$ cat src/rtl/aes_pkg.sv
// Shared AES definitions: InvSubBytes FSM state, byte constants, GF(2^8) helpers
// and the inverse S-box ROM contents.
package aes_pkg;

  localparam int         AES_BYTE_W   = 8;
  localparam logic [7:0] INV_AFFINE_C = 8'h05;
  localparam logic [7:0] SBOX_C       = 8'h63;

  typedef enum logic [1:0] {
    ST_IDLE = 2'b00,
    ST_RUN  = 2'b01,
    ST_DONE = 2'b10
  } isb_state_e;

  // Multiply in GF(2^8) modulo x^8+x^4+x^3+x+1 (0x11B).
  function automatic logic [7:0] gf_mul(input logic [7:0] a, input logic [7:0] m);
    logic [7:0] p;
    logic [7:0] t;
    p = '0;
    t = a;
    for (int i = 0; i < 8; i++) begin
      if (m[i]) p = p ^ t;
      t = {t[6:0], 1'b0} ^ (t[7] ? 8'h1B : 8'h00);
    end
    return p;
  endfunction

  function automatic logic [7:0] inv_affine(input logic [7:0] x);
    return {x[6:0], x[7]} ^ {x[4:0], x[7:5]} ^ {x[1:0], x[7:2]} ^ INV_AFFINE_C;
  endfunction

  // Forward affine step, kept beside its inverse for SubBytes users.
  function automatic logic [7:0] fwd_affine(input logic [7:0] x);
    return x ^ {x[6:0], x[7]} ^ {x[5:0], x[7:6]} ^ {x[4:0], x[7:5]} ^ {x[3:0], x[7:4]} ^ SBOX_C;
  endfunction

  localparam logic [7:0] INV_SBOX_ROM [256] = '{
    8'h52, 8'h09, 8'h6a, 8'hd5, 8'h30, 8'h36, 8'ha5, 8'h38, 8'hbf, 8'h40, 8'ha3, 8'h9e, 8'h81, 8'hf3, 8'hd7, 8'hfb,
    8'h7c, 8'he3, 8'h39, 8'h82, 8'h9b, 8'h2f, 8'hff, 8'h87, 8'h34, 8'h8e, 8'h43, 8'h44, 8'hc4, 8'hde, 8'he9, 8'hcb,
    8'h54, 8'h7b, 8'h94, 8'h32, 8'ha6, 8'hc2, 8'h23, 8'h3d, 8'hee, 8'h4c, 8'h95, 8'h0b, 8'h42, 8'hfa, 8'hc3, 8'h4e,
    8'h08, 8'h2e, 8'ha1, 8'h66, 8'h28, 8'hd9, 8'h24, 8'hb2, 8'h76, 8'h5b, 8'ha2, 8'h49, 8'h6d, 8'h8b, 8'hd1, 8'h25,
    8'h72, 8'hf8, 8'hf6, 8'h64, 8'h86, 8'h68, 8'h98, 8'h16, 8'hd4, 8'ha4, 8'h5c, 8'hcc, 8'h5d, 8'h65, 8'hb6, 8'h92,
    8'h6c, 8'h70, 8'h48, 8'h50, 8'hfd, 8'hed, 8'hb9, 8'hda, 8'h5e, 8'h15, 8'h46, 8'h57, 8'ha7, 8'h8d, 8'h9d, 8'h84,
    8'h90, 8'hd8, 8'hab, 8'h00, 8'h8c, 8'hbc, 8'hd3, 8'h0a, 8'hf7, 8'he4, 8'h58, 8'h05, 8'hb8, 8'hb3, 8'h45, 8'h06,
    8'hd0, 8'h2c, 8'h1e, 8'h8f, 8'hca, 8'h3f, 8'h0f, 8'h02, 8'hc1, 8'haf, 8'hbd, 8'h03, 8'h01, 8'h13, 8'h8a, 8'h6b,
    8'h3a, 8'h91, 8'h11, 8'h41, 8'h4f, 8'h67, 8'hdc, 8'hea, 8'h97, 8'hf2, 8'hcf, 8'hce, 8'hf0, 8'hb4, 8'he6, 8'h73,
    8'h96, 8'hac, 8'h74, 8'h22, 8'he7, 8'had, 8'h35, 8'h85, 8'he2, 8'hf9, 8'h37, 8'he8, 8'h1c, 8'h75, 8'hdf, 8'h6e,
    8'h47, 8'hf1, 8'h1a, 8'h71, 8'h1d, 8'h29, 8'hc5, 8'h89, 8'h6f, 8'hb7, 8'h62, 8'h0e, 8'haa, 8'h18, 8'hbe, 8'h1b,
    8'hfc, 8'h56, 8'h3e, 8'h4b, 8'hc6, 8'hd2, 8'h79, 8'h20, 8'h9a, 8'hdb, 8'hc0, 8'hfe, 8'h78, 8'hcd, 8'h5a, 8'hf4,
    8'h1f, 8'hdd, 8'ha8, 8'h33, 8'h88, 8'h07, 8'hc7, 8'h31, 8'hb1, 8'h12, 8'h10, 8'h59, 8'h27, 8'h80, 8'hec, 8'h5f,
    8'h60, 8'h51, 8'h7f, 8'ha9, 8'h19, 8'hb5, 8'h4a, 8'h0d, 8'h2d, 8'he5, 8'h7a, 8'h9f, 8'h93, 8'hc9, 8'h9c, 8'hef,
    8'ha0, 8'he0, 8'h3b, 8'h4d, 8'hae, 8'h2a, 8'hf5, 8'hb0, 8'hc8, 8'heb, 8'hbb, 8'h3c, 8'h83, 8'h53, 8'h99, 8'h61,
    8'h17, 8'h2b, 8'h04, 8'h7e, 8'hba, 8'h77, 8'hd6, 8'h26, 8'he1, 8'h69, 8'h14, 8'h63, 8'h55, 8'h21, 8'h0c, 8'h7d
  };

endpackage

$ cat src/rtl/aes_gf_inv.sv
// Combinational GF(2^8) inverse as a^254 (0 maps to 0); only present when
// INV_SUB_BYTES_COMB_EN selects the arithmetic InvSBox.
`ifdef INV_SUB_BYTES_COMB_EN
module aes_gf_inv
  import aes_pkg::*;
(
  input  logic [7:0] a_i,
  output logic [7:0] inv_o
);

  logic [7:0] pw;
  logic [7:0] acc;

  // a^254 = a^2 * a^4 * ... * a^128
  always_comb begin
    pw  = gf_mul(a_i, a_i);
    acc = pw;
    for (int k = 0; k < 6; k++) begin
      pw  = gf_mul(pw, pw);
      acc = gf_mul(acc, pw);
    end
  end

  assign inv_o = acc;

endmodule
`endif

$ cat src/rtl/inv_sub_bytes.sv
// Byte-serial InvSubBytes: captures the state, substitutes one byte per cycle and
// publishes the result on DONE. INV_SUB_BYTES_COMB_EN selects arithmetic InvSBox over ROM.
//
// state   | meaning
// IDLE    | waiting for start; done pulse (if any) is visible here
// RUN     | substituting byte idx of the captured state
// DONE    | publishing accumulator to b_isb
module inv_sub_bytes
  import aes_pkg::*;
#(
  parameter int WIDTH = 128
) (
  input  logic             clk,
  input  logic             rst_n,
  input  logic             start,
  input  logic [WIDTH-1:0] b,
  output logic [WIDTH-1:0] b_isb,
  output logic             done,
  output logic             busy
);

  localparam int NB    = WIDTH / AES_BYTE_W;
  localparam int IDX_W = (NB > 1) ? $clog2(NB) : 1;
  localparam logic [IDX_W-1:0] IDX_LAST = IDX_W'(NB - 1);

  isb_state_e state_q, state_d;

  logic [NB-1:0][7:0] cap_q;
  logic [NB-1:0][7:0] acc_q, acc_d;
  logic [NB-1:0][7:0] b_isb_q;
  logic [IDX_W-1:0]   idx_q;
  logic               done_q;

  logic               accept;
  logic               step;
  logic               publish;
  logic               busy_c;
  logic [7:0]         sbox_in;
  logic [7:0]         sbox_out;

  always_ff @(posedge clk or negedge rst_n) begin
    if (!rst_n) state_q <= ST_IDLE;
    else        state_q <= state_d;
  end

  always_comb begin
    state_d = ST_IDLE;
    case (state_q)
      ST_IDLE: state_d = start ? ST_RUN : ST_IDLE;
      ST_RUN:  state_d = (idx_q == IDX_LAST) ? ST_DONE : ST_RUN;
      ST_DONE: state_d = ST_IDLE;
      default: state_d = ST_IDLE;
    endcase
  end

  always_comb begin
    accept  = 1'b0;
    step    = 1'b0;
    publish = 1'b0;
    busy_c  = 1'b0;
    case (state_q)
      ST_IDLE: accept = start;
      ST_RUN: begin
        step   = 1'b1;
        busy_c = 1'b1;
      end
      ST_DONE: begin
        publish = 1'b1;
        busy_c  = 1'b1;
      end
      default: ;
    endcase
  end

  assign sbox_in = cap_q[idx_q];

`ifdef INV_SUB_BYTES_COMB_EN
  logic [7:0] aff;
  assign aff = inv_affine(sbox_in);
  aes_gf_inv u_gf_inv (
    .a_i   (aff),
    .inv_o (sbox_out)
  );
`else
  assign sbox_out = INV_SBOX_ROM[sbox_in];
`endif

  always_comb begin
    acc_d        = acc_q;
    acc_d[idx_q] = sbox_out;
  end

  always_ff @(posedge clk or negedge rst_n) begin
    if (!rst_n) begin
      cap_q   <= '0;
      acc_q   <= '0;
      b_isb_q <= '0;
      idx_q   <= '0;
      done_q  <= 1'b0;
    end else begin
      done_q <= publish;
      if (accept) begin
        cap_q <= b;
        acc_q <= '0;
        idx_q <= '0;
      end
      if (step) begin
        acc_q <= acc_d;
        // idx parks on the last byte rather than wrapping
        if (idx_q != IDX_LAST) idx_q <= idx_q + IDX_W'(1);
      end
      if (publish) b_isb_q <= acc_q;
    end
  end

  assign b_isb = b_isb_q;
  assign done  = done_q;
  assign busy  = busy_c;

endmodule
$ cat config.mk
export PLATFORM = sky130hd
export DESIGN_NAME = inv_sub_bytes
export DESIGN_NICKNAME = d
export VERILOG_FILES = /design/src/rtl/aes_pkg.sv /design/src/rtl/aes_gf_inv.sv /design/src/rtl/inv_sub_bytes.sv
export SDC_FILE = /design/constraint.sdc
export NUM_CORES = 1
export LEC_CHECK = 0
export BUFFER_PORTS_ARGS = -buffer_cell sky130_fd_sc_hd__buf_2
export CORE_MARGIN = 3
export CORE_UTILIZATION = 41
export CTS_BUF_LIST = sky130_fd_sc_hd__clkbuf_8
export CTS_CLUSTER_DIAMETER = 150
export CTS_CLUSTER_SIZE = 40
export DETAILED_ROUTE_END_ITERATION = 8
export PLACE_DENSITY = 0.65
export SLEW_MARGIN = 20
export SYNTH_ARGS = -nofsm -noshare
export SYNTH_HDL_FRONTEND = slang
export SYNTH_SLANG_ARGS = --single-unit
$ cat constraint.sdc
create_clock -name clk -period 5.58 [get_ports clk]
set_input_delay 0 -clock clk [delete_from_list [all_inputs] [get_ports clk]]
set_output_delay 0 -clock clk [all_outputs]
set_load 0.1 [all_outputs]
; Word level (Yosys, flattened, before mapping)
; Memories as Yosys holds them, arrays and structs flattened.
; Index checks and enable logic that the tools add are counted.
[totals]
regBits = 391
memories = 1
in_bits = 131
output_inout_bits = 130
mem_bits_ro = 2048
word_cells = 84
[mem_list]
columns = name, depth, word_bits, rd, rd_ports_with_merged_regs, write_ports, line
row1 = (no name shown), 256, 8, 1, 0, 0, inv_sub_bytes.sv:85  ; assign sbox_out = INV_SBOX_ROM[sbox_in];
[op_classes]
bitwise = 1
order_cmp = 3
n_reduce_logical = 4
n_mux = 19
addsub = 1
eq_ne = 4
[ops]
columns = op, count
row1 = $mux 128, 2
row2 = $bwmux 128, 1
row3 = $bmux 8 s4, 1
row4 = $demux 8 s4, 1
row5 = $mux 8, 4
row6 = $mux 4, 3
row7 = $ge 9x9->1 const B, 1
row8 = $not 8->9, 1
row9 = $lt 4x5->1 const B, 1
row10 = $mux 1, 5
row11 = $add 4x1->4 const B, 1
row12 = $eq 4x4->1 const B, 1
row13 = $ge 4x1->1 const B, 1
row14 = $ne 4x4->1 const B, 1
row15 = $pmux 2 s2, 1
row16 = $eq 2x1->1 const B, 1
row17 = $eq 2x2->1 const B, 1
row18 = $logic_not 2->1, 1
row19 = $mux 2, 1
row20 = $reduce_bool 2->1, 1
row21 = $reduce_or 2->1, 1
row22 = $logic_and 1x1->1, 1

; Depth between registers and ports, before layout
[logic_depth]
ltp_word = 8
mapped_depth = 20
depth_no_buf = 13

; Least setup slack after synthesis
; Ideal clock, no wire load.
[synth_timing]
kind = reg2reg
startpoint = reg idx_q[0]
endpoint = reg acc_q[101] (netlist bit)
path_slack_ns = 1.768
stages_incl_launch_ff = 18
n_path_buf = 5
synth_period_minus_slack_ns = 3.812
required_time_ns = 5.514
setup_ns = 0.066
t_arrival_ns = 3.746
cell_sequence = dfrtp_1 -> buf_6 -> buf_12 -> mux4_2 -> nand2_1 -> and4_1 -> buf_2 -> ha_1 -> clkbuf_1 -> inv_1 -> a21oi_1 -> o21ai_1 -> o211ai_1 -> o21ai_1 -> o311a_1 -> nor4_4 -> buf_6 -> a22o_1
[synth_via]
elab_chain_cells = 8
elab_cells_between_ends = 13
classes_between = 2 x order compare / 8 x mux / 1 x bitwise / 1 x reduce/logical / 1 x memory
[synth_rtl]
columns = element, line
row1 = from (decl), inv_sub_bytes.sv:31  ; logic [IDX_W-1:0] idx_q;
row2 = from (signal assigned), inv_sub_bytes.sv:110  ; if (idx_q != IDX_LAST) idx_q <= idx_q + IDX_W'(1);
row3 = $bmux 8 s4, inv_sub_bytes.sv:75  ; assign sbox_in = cap_q[idx_q];
row4 = $mux 8 (not written as such), inv_sub_bytes.sv:75
row5 = $not 8->9 (not written as such), inv_sub_bytes.sv:85
row6 = $mem_v2 256x8, n/a
row7 = $mux 8 (not written as such) (2 in a row), inv_sub_bytes.sv:85
row8 = $bwmux 128 (*), inv_sub_bytes.sv:90  ; acc_d[idx_q] = sbox_out;
row9 = $mux 128 (*), inv_sub_bytes.sv:107  ; if (step) begin
row10 = to (signal assigned), inv_sub_bytes.sv:96  ; acc_q <= '0;
row11 = to (signal assigned), inv_sub_bytes.sv:104  ; acc_q <= '0;
row12 = to (signal assigned), inv_sub_bytes.sv:108  ; acc_q <= acc_d;
row13 = to (decl), inv_sub_bytes.sv:29  ; logic [NB-1:0][7:0] acc_q, acc_d;
; Mark *: on every way between the ends. The rest lies on a longest branch, timed or not. The select of a mux whose other input is x is not followed.
; A chain may end at the register's enable or synchronous reset.

; Final worst setup path
[layout_timing]
startpoint = reg idx_q[2]
endpoint = reg acc_q[34] (netlist bit)
; The elaborated chain is that of the path after synthesis.

==> impl_metrics.toml <==
[setup_path]
worst_setup_path_start_kind = "flop"
worst_setup_path_end_kind = "flop"
regToRegStartpoint = "idx_q[2]"
timing.critical_path.fanout_max = 16
r2r_setup_slack_ns = 0.78
worst-endpoint-arrival_ns = 5.33
worstSetupPathType = "flop to flop"
rr_worst_depth = 14
required_time_of_the_worst_setup_path_ns = 6.11
endpoint_of_the_lowest_slack_register_to_register_path = "acc_q[34]"

[die]
num_rows = 78
die-height_um = 223
core_region_area_um2 = 46000
design.die.area_um2 = 49700
die-width_um = 223
floorplan.io_pins = 261
initial_utilization = 0.420

[sta]
hold_viol = 0
max_clock_freq_mhz = 208
finalSetupViolCount = 0
finalWorstPathRequiredPeriod_ns = 4.80
tightest_slew_ns = 1.06
timing_max_transition_violations_final = 0
setup_tns_ns = 0
maxSlewHeadroom = 0.294
timing.clock.skew_ns = 0.0227
min_period_over_period = 0.860
unrepaired_setup_endpoints_after_global_routing = "false"

[final_layout]
layout.nets = 2171
post-route-util = 0.499
area_delta_synth_final_pct = 18.8
antenna-diode-count = 0
post_route_cells_drive_above_1_share = 0.336

[routing]
drc_violations_left = 0
ant_nets = 0
firstDrtPassIters = 6
routedWlPerCell_um = 26.2
postRouteWirelength_mm = 68.6
route.vias.total = 15700
route.detailed.vias_per_inst = 6.00
drt_iter0_drc = 1632

[yosys]
synth.area.top_cells = "sky130_fd_sc_hd__dfrtp_1 (51%), sky130_fd_sc_hd__mux2_2 (15%), sky130_fd_sc_hd__mux4_2 (2.9%)"
yosysWarnings = 0
synth_area_um2 = 19300
seq_area_frac_synth = 0.507
syn-num-nets = 1809
netlist_instances = 1652
syn_area_per_cell_um2 = 11.7
number_of_enable_flip_flop_cells_after_synthesis = 0
biggest_area_consumer_among_synthesized_cells = "sky130_fd_sc_hd__dfrtp_1"
synth.distinct_cells = 86
ys.flop_type = "sky130_fd_sc_hd__dfrtp_1"
synth-async-reset-ratio = 1.00
netlist.area_leader.share = 0.507
yosys_register_bits = 391

[grt]
globalRouteOverflowTotal = 0
grt_start_max_net_pins = 121
track_usage = 0.267
antenna_found_initial = 1
first_global_vias = 16000
wire_length_of_the_first_global_routing_pass_mm = 103

[cts]
clk_pin_slew_worst_paths_ns = 0.22
cts_tree = "built"
clock_latency_ns = 0.62
numCtsBuffers = 13
clock_sink_count = 391
clock-root-buffer = "sky130_fd_sc_hd__clkbuf_8"
htree_num_levels = 1
post_cts.resized_instances = 0
ctsLongestPathBuffers = 3

[placement]
routabilityCongestion = 1.03
io_buffers = 260
dp_hpwl_mm = 49.2

[min_path]
holdCritPathClass = "input port to flop"
sink_of_the_worst_hold_path = "cap_q[117]"
start_point_of_the_worst_min_delay_path = "b[117]"
number_of_cells_on_the_worst_hold_path = 3

[flow_run]
timing.max_cap.violations = 0

[status]
status = "finished, final reports clean"
[per-layer routing]
layer	vias to the layer above	GRT usage	wire (µm)
met2	690	0.444	32700
met4	2	0.0993	3190
met3	147	0.0391	4420
met1	7961	0.357	28400
li1	6900	-	-
met5	-	0	11
[sequential cells by signal (all words and copies together), names as in the netlist]
name and cells:
done 1, idx_q 4, state_q 2, acc_q 128, b_isb 128, cap_q 128
[critical path, cell delays in order (launching register included)]
cell and delay (ns):
sky130_fd_sc_hd__dfrtp_1 0.67, sky130_fd_sc_hd__nor2b_1 0.48, sky130_fd_sc_hd__nand2_1 0.12, sky130_fd_sc_hd__and4_1 0.33
sky130_fd_sc_hd__inv_2 0.13, sky130_fd_sc_hd__buf_4 0.25, sky130_fd_sc_hd__ha_1 0.53, sky130_fd_sc_hd__o21ai_1 0.52
sky130_fd_sc_hd__nor3b_1 0.30, sky130_fd_sc_hd__a311oi_1 0.40, sky130_fd_sc_hd__o31ai_1 0.13, sky130_fd_sc_hd__a221oi_1 0.36
sky130_fd_sc_hd__a31oi_2 0.05, sky130_fd_sc_hd__buf_4 0.22, sky130_fd_sc_hd__o21ai_0 0.21
[cell usage after synthesis, drive strengths merged, types with 24 or more instances]
cell type  instances
dfrtp            391
mux2             259
o21ai            140
nand2            121
nand3             99
nor2              78
buf               70
clkbuf            57
a22o              52
a21oi             49
ha                26
mux4              26
mux2i             24
[final cells by class]
type / instances / area, µm²
fill: 4118 / 23000
multi-input combinational: 1117 / 8780
clock inverter: 4 / 26.3
tap: 600 / 751
clock buffer: 13 / 179
inverter: 17 / 63.8
sequential: 391 / 9790
timing repair buffer: 474 / 3340
[cells in the final DEF, fill, tap and decap left out, drive strengths merged, types with 5 or more instances in the layout]
master,count
mux2i,24
buf,344
inv,19
a311oi,13
clkbuf,13
nor3,23
ha,26
a32o,5
a221o,5
o211ai,19
nand2,121
mux2,259
nor2,78
o311ai,9
a211oi,15
o22ai,10
dlygate4sd3,130
nand2b,5
o221ai,9
nand3,99
a21o,5
dfrtp,391
a221oi,13
a22oi,9
a22o,52
mux4,26
nor2b,6
and3,8
nand4,9
o2111ai,6
a31oi,18
o21ai,140
and2,5
a21oi,49
a32oi,5
[timing repair]
item | 4_1_cts | 5_1_grt
hold buffers | 130 | 1
hold endpoints to repair | 356 | 8
buffers inserted | 0 | 0
[how the worst max path moves through the flow]
stage	endpoint	from	slack (ns)
2_1_floorplan	acc_q[101]	idx_q[0]	1.77
3_3_place_gp	acc_q[114]	idx_q[2]	0.76
3_5_place_dp	acc_q[97]	idx_q[0]	0.90
4_1_cts	acc_q[25]	idx_q[0]	0.88
5_1_grt	acc_q[19]	idx_q[1]	0.51
6_report	acc_q[34]	idx_q[2]	0.78
[logic make-up (layout without fill, tap and decap cells)]
kind of cell / Yosys count / in the layout / synth area share
compound gates: 413 / 413 / 0.149
flops: 391 / 391 / 0.507
simple gates: 368 / 368 / 0.0905
mux: 309 / 309 / 0.194
buf+inv: 144 / 508 / 0.0416
fa+ha+maj: 26 / 26 / 0.0169
xor+xnor: 1 / 1 / 0.000454
[stage by stage]
| stage | cells | instance area [µm²] | hold WS (ns) | setup WS, ns |
|---|---|---|---|---|
| after CTS | 2615 | 22900 | 0.00189 | 0.875 |
| after global placement | 2468 | 21400 | 0.0289 | 0.756 |
| final | 2616 | 22900 | 0.121 | 0.780 |
| after floorplan | 1652 | 19300 | -0.296 | 1.77 |
| after global routing | 2616 | 22900 | 0.105 | 0.512 |
| after detailed placement | 2468 | 21400 | 0.0361 | 0.900 |
Power is left out: the tool's default activity adds up to more than one toggle a clock period on the data nets, which glitch-free logic cannot reach.
